<file path="src/rtl/fetch_ctrl.sv">
// Fetch controller: sequences the PC, drives the instruction-memory port and
// buffers one fetched word for decode, with trap/redirect priority handling.
module fetch_ctrl #(
  parameter int unsigned                ADDRESS_WIDTH = 32,
  parameter logic [ADDRESS_WIDTH-1:0]   TRAP_VECTOR   = ADDRESS_WIDTH'(32'h0000_0100)
) (
  input  logic                     clk,
  input  logic                     rst,
  input  logic [ADDRESS_WIDTH-1:0] pc,
  output logic [ADDRESS_WIDTH-1:0] pc_next,
  output logic                     imem_req,
  output logic [ADDRESS_WIDTH-1:0] imem_addr,
  input  logic                     imem_ack,
  input  logic [31:0]              imem_rdata,
  output logic                     instr_valid,
  output logic [31:0]              instr,
  output logic [ADDRESS_WIDTH-1:0] instr_pc,
  input  logic                     instr_ready,
  input  logic                     redirect_valid,
  input  logic [ADDRESS_WIDTH-1:0] redirect_target,
  input  logic                     trap,
  output logic                     fault_valid,
  output logic [ADDRESS_WIDTH-1:0] fault_addr,
  output logic [31:0]              fetch_count
);

  localparam logic [1:0] IDLE = 2'd0;
  localparam logic [1:0] REQ  = 2'd1;
  localparam logic [1:0] HOLD = 2'd2;

  logic [1:0] state;
  logic [1:0] state_next;
  logic       active;
  logic       trap_take;
  logic       misaligned_take;
  logic       aligned_take;
  logic       flush;
  logic       latch_fetch;

  // Control decode; trap outranks a misaligned redirect, which outranks an aligned one.
  assign active          = (state == REQ) || (state == HOLD);
  assign trap_take       = active && trap;
  assign misaligned_take = active && !trap && redirect_valid && (redirect_target[1:0] != 2'b00);
  assign aligned_take    = active && !trap && redirect_valid && (redirect_target[1:0] == 2'b00);
  assign flush           = trap_take || misaligned_take || aligned_take;
  assign latch_fetch     = (state == REQ) && imem_ack && !flush;

  assign imem_req  = (state == REQ);
  assign imem_addr = pc;

  always_comb begin
    state_next = state;
    pc_next    = pc;
    case (state)
      IDLE: state_next = REQ;
      REQ: begin
        if (latch_fetch) begin
          pc_next    = pc + ADDRESS_WIDTH'(4);
          state_next = HOLD;
        end
      end
      HOLD: begin
        if (instr_ready) state_next = REQ;
      end
      default: state_next = IDLE;
    endcase
    // Redirects override whatever the state chose.
    if (trap_take || misaligned_take) begin
      pc_next    = TRAP_VECTOR;
      state_next = REQ;
    end else if (aligned_take) begin
      pc_next    = redirect_target;
      state_next = REQ;
    end
  end

  always_ff @(posedge clk or posedge rst) begin
    if (rst) begin
      state       <= IDLE;
      instr_valid <= 1'b0;
      instr       <= 32'd0;
      instr_pc    <= '0;
      fault_valid <= 1'b0;
      fault_addr  <= '0;
      fetch_count <= 32'd0;
    end else begin
      state       <= state_next;
      instr_valid <= (state_next == HOLD);
      if (latch_fetch) begin
        instr    <= imem_rdata;
        instr_pc <= pc;
      end
      fault_valid <= misaligned_take;
      if (misaligned_take) fault_addr <= redirect_target;
      // An accept coinciding with a flush still counts.
      if (instr_valid && instr_ready) fetch_count <= fetch_count + 32'd1;
    end
  end

endmodule

</file>
<file path="config.mk">
export PLATFORM = sky130hd
export DESIGN_NAME = fetch_ctrl
export DESIGN_NICKNAME = d
export VERILOG_FILES = /design/src/rtl/fetch_ctrl.sv
export SDC_FILE = /design/constraint.sdc
export NUM_CORES = 1
export LEC_CHECK = 0
export CORE_AREA = 3 3 116 118
export DETAILED_ROUTE_END_ITERATION = 8
export DIE_AREA = 0 0 119 121
export DONT_BUFFER_PORTS = 1
export HOLD_SLACK_MARGIN = 0.02
export PLACE_DENSITY = 0.67
export SYNTH_ARGS = -nofsm -noshare
export SYNTH_HDL_FRONTEND = slang
export SYNTH_SLANG_ARGS = --single-unit
</file>
<file path="constraint.sdc">
create_clock -name clk -period 5.71 [get_ports clk]
set_clock_uncertainty 0.1 [all_clocks]
set_input_delay 1.142 -clock clk [delete_from_list [all_inputs] [get_ports clk]]
set_output_delay 1.142 -clock clk [all_outputs]
set_load 0.1 [all_outputs]
</file>
### Word-level counts from Yosys, hierarchy flattened

Index checks and enable logic that the tools add are counted.

| operators by class | value |
|---|---|
| muxes and demuxes | 9 |
| $add $sub $neg | 2 |
| equality and inequality tests | 3 |
| reduce and logical (&&, ||, !) cells | 16 |

Operator list:

| kind | count |
|---|---|
| 32-bit two-way mux | 4 |
| 32-bit by 1-bit adder with 32-bit output (second input constant) | 1 |
| 32-bit by 3-bit adder with 32-bit output (second input constant) | 1 |
| 1-bit logical AND | 8 |
| 2-bit two-way mux | 4 |
| 2-bit case mux with 3 select lines | 1 |
| 2-bit equality test (second input constant) | 2 |
| 2-bit logical NOT | 2 |
| 1-bit logical OR | 3 |
| 2-bit by 1-bit equality test with 1-bit output (second input constant) | 1 |
| 1-bit logical NOT | 2 |
| 2-bit nonzero test | 1 |

| storage, ports and cells | value |
|---|---|
| output and inout port bits | 195 |
| bits of input ports | 102 |
| register bits after elaboration | 132 |
| logic and storage cells | 37 |

### Longest topological paths before layout

Gate-level depths: netlist of run 1.

| logic depth | value |
|---|---|
| word-level depth | 14 |
| gate-level depth with buffers | 8 |
| mapped depth without buffers | 7 |

### Least setup slack after synthesis of run 1

OpenSTA, ideal clock, no wires.

| timing path | value |
|---|---|
| path kind | flip-flop to output port |
| from | register state[1] |
| to | output port pc_next[29] |
| data required time | 4468 ps |
| slack | -1352 ps |
| arrival | 5820 ps |
| path buffers | 1 |
| cell stages (with the launch flop) | 9 |
| cell sequence | dfrtp_1 inv_1 ha_1 nand2_1 or4_1 buf_2 nor3_2 mux2_2 nor4_1 |

| between the ends | value |
|---|---|
| cells in the longest elaborated chain, start to end | 13 |
| elaborated cells on any way between the ends | 17 |
| classes of those cells | eq/ne: 2; mux: 4; reduce/logical: 11 |

RTL lines:

| element | line | RTL |
|---|---|---|
| from (decl) | 31 | `logic [1:0] state;` |
| from (signal assigned) | 87 | `state <= state_next;` |
| 2-bit by 1-bit equality test with 1-bit output (*) | -- |  |
| named net imem_req | 11 | `output logic imem_req,` |
| 1-bit logical OR | 41 | `assign active = (state == REQ) \|\| (state == HOLD);` |
| 1-bit logical AND (2 in a row) | 43, 44 |  |
| 1-bit logical AND | 43 | `assign misaligned_take = active && !trap && redirect_valid && (redirect_target[1:0] != 2'b00);` |
| 1-bit logical OR | 45, 68 |  |
| 1-bit logical OR | 45 | `assign flush = trap_take \|\| misaligned_take \|\| aligned_take;` |
| 1-bit logical NOT | 46 | `assign latch_fetch = (state == REQ) && imem_ack && !flush;` |
| 1-bit logical AND | 46 |  |
| 32-bit two-way mux | 57 | `if (latch_fetch) begin` |
| 32-bit two-way mux | 54 | `case (state)` |
| 32-bit two-way mux | 71 | `end else if (aligned_take) begin` |
| 32-bit two-way mux (*) | 68 | `if (trap_take \|\| misaligned_take) begin` |
| to (decl) | 10 | `output logic [ADDRESS_WIDTH-1:0] pc_next,` |

Mark *: on every way through the listed nets, which the timed path passes. The rest lies on a longest branch.

### Final worst setup path of run 1

| timing path | value |
|---|---|
| from | register state[1] |
| to | output port pc_next[29] |

| between the ends | value |
|---|---|
| cells in the longest elaborated chain, start to end | 13 |
| elaborated cells on any way between the ends | 17 |
| classes of those cells | eq/ne: 2; mux: 4; reduce/logical: 11 |

RTL lines:

| element | line |
|---|---|
| 2-bit by 1-bit equality test with 1-bit output or 2-bit equality test (tied branches) | 41, 46, 54 |
| 1-bit logical OR | 41 |
| 1-bit logical AND (2 in a row) | 43, 44 |
| 1-bit logical AND | 43 |
| 1-bit logical OR | 45, 68 |
| 1-bit logical OR | 45 |
| 1-bit logical NOT | 46 |
| 1-bit logical AND | 46 |
| 32-bit two-way mux | 57 |
| 32-bit two-way mux | 54 |
| 32-bit two-way mux | 71 |
| 32-bit two-way mux (*) | 68 |

Every way passes the cells marked *; elsewhere a longest branch is shown, timed or not.

==> impl_metrics.ini, run 1 <==
[outcome]
status = completed

[yosys]
ys_ff_latch = 132
yosysSeqAreaShare_pct = 50.2
synth_warnings = 0
synthesis.area_um2 = 6570
syn_nets = 818
ys_async_sr_fraction_pct = 100
synthFlopType = dfrtp_1
synth_cells = 710
post_synth_num_cell_types = 44
avgSynthCellArea_um2 = 9.26
synth_edf_count = 0

[clock_tree]
ctsHoldBuffers = 0
postCtsSetupRepairBufs = 0
tritoncts = done
clk_latency_ps = 410
root_buffer = clkbuf_16
cts_htree_levels = 4
cts_sinks = 132
clk_pin_slew_ps = 50
ctsResizeCount = 0
clockBufferDepth = 2
cts_buffers = 17

[place]
port_buffers = 0
gp_congestion = 0.836
dp_hpwl_mm = 13.3

[routing]
vias = 5114
drtPass1Iterations = 5
drt_iter0_drc = 311
viasPerCell = 5.73
postRouteAntennaNets = 0
wl_per_cell_um = 20.3
drc = 0
wl_mm = 18.1

[floorplanning]
die_x_um = 119
core_um2 = 12600
start_util_pct = 52.3
ios = 297
placementRows = 41
design.die.area_um2 = 14400
fp.dieH_um = 121

[cells_and_area]
synthToLayoutAreaGrowth_pct = 15.2
regArea_um2 = 3300
nFillCells = 1072
multiInputGateArea_um2 = 3070
n_antenna_cell = 0
final_nets = 816
most-common-layout-cells = 235 x nand2_1, 132 x dfrtp_1, 41 x xnor2_1, 37 x buf_4, 32 x mux2_2
drive_gt1_share_pct = 20.6
final_common_cell = nand2_1

[worst_setup_path]
endpoint_kind = output pin
crit_path_top_delay_cell = or4_1
worstSetupPathType = register to output pin
crit_start = state[1]
arrival_ps = 3630
cp.depth = 8
path_buf_inv = 2
cp_max_fo = 8
worst_r2r_path_depth = 6
max_stage_delay_ps = 730
reg2reg_slack_ps = 2670
path_cells = inv_1 -> ha_1 -> o21a_4 -> or4_1 -> nor3_2 -> mux2_2 -> nor4_4 -> buf_12
cp.required_ps = 4470
rr_endpoint = fetch_count[18]
reg2reg_from = fetch_count[1]
endpoint = pc_next[29]
start_kind = register
path_delay_family = simple AND/OR/NAND/NOR gates

[job]
drv_cap = 0

[sta]
period_minus_slack_ps = 4870
slew_viol_final = 0
holdWs_ps = 550
hold_violations = 0
rsz0062_at_grt = false
max_freq_ghz = 0.205
fin_tns_setup_ps = 0
worst_pin_slew_ps = 1160
max_slew_margin_pct = 22.5
finalSetupViolations = 0
finalCritPeriodShare_pct = 85.4

[hold_path]
min_path_type = register to register

[global_route]
grt_max_degree = 84
grt_pass1_wl_mm = 28.4
track_usage_pct = 25.3
grt_pass1_vias = 5222
antenna_found_initial = 0
grt_overflow_total = 0
-- state kept, by name (all words and copies together) (netlist names) --
register     flops
state            2
fetch_count     32
instr_valid      1
fault_valid      1
fault_addr      32
instr           32
instr_pc        32
-- stage by stage --
stage          instance area (um^2)  utilization, %  std cells  worst slack, ps
6_report                       7580            60.3        892              835
5_1_grt                        7580            60.3        892              716
4_1_cts                        7580            60.3        892              835
3_5_place_dp                   6950            55.3        861              998
3_3_place_gp                   6950            55.3        861              992
2_1_floorplan                  6600               -        710             -221
-- per-layer routing --
| layer | wire, um | vias up | global-route usage [%] |
|---|---|---|---|
| met4 | 379 | 0 | 9.05 |
| met1 | 7000 | 2491 | 30.6 |
| met5 | 0 | - | 0 |
| met3 | 1900 | 32 | 10.3 |
| met2 | 8870 | 269 | 41.0 |
| li1 | - | 2322 | - |
-- worst register-to-register path, delay by kind of cell, from the launching register on --
| family | cells | cell delay (ps) |
|---|---|---|
| flip-flops | 1 | 1010 |
| adder cells (fa/ha/maj) | 1 | 320 |
| AND/OR/NAND/NOR | 4 | 1360 |
| XOR/XNOR | 1 | 170 |
-- area by class of cell --
cell class | instances | area share, %
clock buffers | 17 | 5.62
clock inverters | 14 | 2.63
inverters | 9 | 0.512
multi-input cells | 509 | 40.5
flip-flops and latches | 132 | 43.6
well taps | 172 | 2.84
repair buffers | 39 | 4.29
-- kinds of logic (layout without fill, tap and decap cells) --
| family | count (synthesis) | in the layout | synth area share (%) |
|---|---|---|---|
| DFF | 132 | 132 | 50.2 |
| xor gates and xnor gates | 55 | 55 | 7.33 |
| buffers and inverters | 69 | 79 | 5.90 |
| muxes | 33 | 33 | 5.63 |
| AOI/OAI and AO/OA | 64 | 64 | 5.56 |
| and+or+nand+nor | 351 | 351 | 24.2 |
| adders and majority gates | 6 | 6 | 1.14 |
-- synth_stat cells, types with 2 or more instances --
| cell | number | area share, % |
|---|---|---|
| a211oi_1 | 5 | 0.57 |
| a21oi_1 | 20 | 1.5 |
| a311oi_1 | 2 | 0.27 |
| and2_1 | 5 | 0.48 |
| and3_1 | 13 | 1.2 |
| and4_1 | 2 | 0.27 |
| buf_1 | 5 | 0.29 |
| buf_4 | 32 | 3.7 |
| clkbuf_1 | 21 | 1.2 |
| dfrtp_1 | 132 | 50 |
| ha_1 | 6 | 1.1 |
| inv_1 | 9 | 0.51 |
| mux2_2 | 32 | 5.5 |
| nand2_1 | 236 | 13 |
| nand3_1 | 22 | 1.7 |
| nand3b_1 | 2 | 0.23 |
| nand4_1 | 9 | 0.86 |
| nor2_1 | 18 | 1.0 |
| nor3_1 | 23 | 1.8 |
| nor4_1 | 4 | 0.38 |
| nor4_4 | 3 | 0.97 |
| o21a_1 | 2 | 0.23 |
| o21ai_0 | 29 | 2.2 |
| or2_2 | 2 | 0.19 |
| or4_1 | 3 | 0.34 |
| or4_4 | 2 | 0.34 |
| xnor2_1 | 41 | 5.5 |
| xor2_1 | 14 | 1.9 |
-- how the worst min path moves through the flow --
stage             start  slack, ps  depth (start not counted)        to
2_1_floorplan  state[1]        490                          2  state[1]
3_3_place_gp   state[1]        520                          2  state[1]
3_5_place_dp   state[1]        540                          2  state[1]
4_1_cts        state[1]        560                          2  state[1]
5_1_grt        state[0]        580                          2  state[1]
6_report       state[0]        550                          2  state[1]
Power of run 1 is left out: the tool's default activity adds up to more than one toggle a clock period on the data nets, which glitch-free logic cannot reach.
==> run 2, diff against run 1 <==
--- a/config.mk
+++ b/config.mk
@@ -6,11 +6,13 @@
 export NUM_CORES = 1
 export LEC_CHECK = 0
 export CORE_AREA = 3 3 116 118
+export CTS_CLUSTER_DIAMETER = 30
 export DETAILED_ROUTE_END_ITERATION = 8
 export DIE_AREA = 0 0 119 121
 export DONT_BUFFER_PORTS = 1
 export HOLD_SLACK_MARGIN = 0.02
 export PLACE_DENSITY = 0.67
+export SLEW_MARGIN = 25
 export SYNTH_ARGS = -nofsm -noshare
 export SYNTH_HDL_FRONTEND = slang
 export SYNTH_SLANG_ARGS = --single-unit
==> impl_metrics.ini, run 2 (synthesized netlist as in run 1, its figures left out) <==
[place]
gp_congestion = 0.836
dp_hpwl_mm = 13.3
pre_cts_slack_ps = 997
port_buffers = 0

[sta]
finalCritPeriodShare_pct = 85.2
setup_ws_ps = 847
max_freq_ghz = 0.206
slew_viol_final = 0
worst_pin_slew_ps = 1060
rsz0062_at_grt = false
finalSetupViolations = 0
max_slew_margin_pct = 29.0
holdWs_ps = 552
hold_violations = 0
period_minus_slack_ps = 4860

[floorplanning]
placementRows = 41
fp.dieH_um = 121
die_x_um = 119
core_um2 = 12600
design.die.area_um2 = 14400
ios = 297
start_util_pct = 52.3

[cells_and_area]
most-common-layout-cells = 235 x nand2_1, 132 x dfrtp_1, 41 x xnor2_1, 37 x buf_4, 32 x mux2_2
drive_gt1_share_pct = 20.5
final_nets = 816
n_antenna_cell = 0
final_common_cell = nand2_1
fin_util_pct = 60.4
synthToLayoutAreaGrowth_pct = 15.4

[routing]
viasPerCell = 5.69
drc = 0
wl_per_cell_um = 20.4
drtPass1Iterations = 5
vias = 5079
wl_mm = 18.2
postRouteAntennaNets = 0
drt_iter0_drc = 319

[global_route]
grt_pass1_wl_mm = 28.2
grt_pass1_vias = 5191
grt_max_degree = 84
track_usage_pct = 25.4
grt_overflow_total = 0
antenna_found_initial = 0

[worst_setup_path]
arrival_ps = 3620
worstSetupPathType = register to output pin
cp_max_fo = 8
endpoint_kind = output pin
start_kind = register
worst_r2r_path_depth = 6
cp.required_ps = 4470

[clock_tree]
ctsResizeCount = 0
cts_htree_levels = 4
tritoncts = done
cts_buffers = 17
postCtsSetupRepairBufs = 0
clk_latency_ps = 410
root_buffer = clkbuf_16
clk_pin_slew_ps = 60
clockBufferDepth = 2
cts_sinks = 132
ctsHoldBuffers = 0

[hold_path]
min_path_type = register to register
holdPathStages = 2

[job]
drv_cap = 0

[outcome]
status = completed
## run 2: area by class of cell
type	instances	area [um^2]
Clock buffer	18	429
Clock inverter	14	201
Fill cell	1037	4980
Inverter	9	38.8
Multi-Input combinational cell	509	3070
Sequential cell	132	3300
Tap cell	172	215
Timing Repair Buffer	39	325
## run 2: worst max-delay path: stages, from the launching register on
cell and delay, ps:
dfrtp_1 410, inv_1 90, ha_1 400, o21a_4 220, or4_1 730, nor3_2 410
mux2_2 420, nor4_4 310, buf_12 220
## run 2: worst paths after layout
check | slack (ps) | to | from
max in group asynchronous | 3700 | fault_addr[31] | rst
worst max register to register | 2670 | fetch_count[20] | fetch_count[1]
worst min register to register | 550 | state[1] | state[0]
min in group asynchronous | 600 | instr_pc[29] | rst
worst max-delay path | 850 | pc_next[29] | state[1]
worst min-delay path | 550 | state[1] | state[0]
## run 2: metrics by stage
stage	instance area [um^2]	instances	TNS, ps
after CTS	7590	893	0
after floorplan	6600	710	-221
after global routing	7590	893	0
final	7590	893	0
after detailed placement	6960	861	0
after global placement	6950	861	0
## run 2: routing by layer
| metal | GRT usage (%) | share of wire (%) | wire length (um) |
|---|---|---|---|
| met4 | 8.76 | 2.0 | 371 |
| met1 | 29.7 | 38 | 6880 |
| met2 | 41.9 | 50 | 9020 |
| met5 | 0 | 0 | 0 |
| met3 | 11.0 | 11 | 1930 |
Power of run 2 is left out for the same reason.
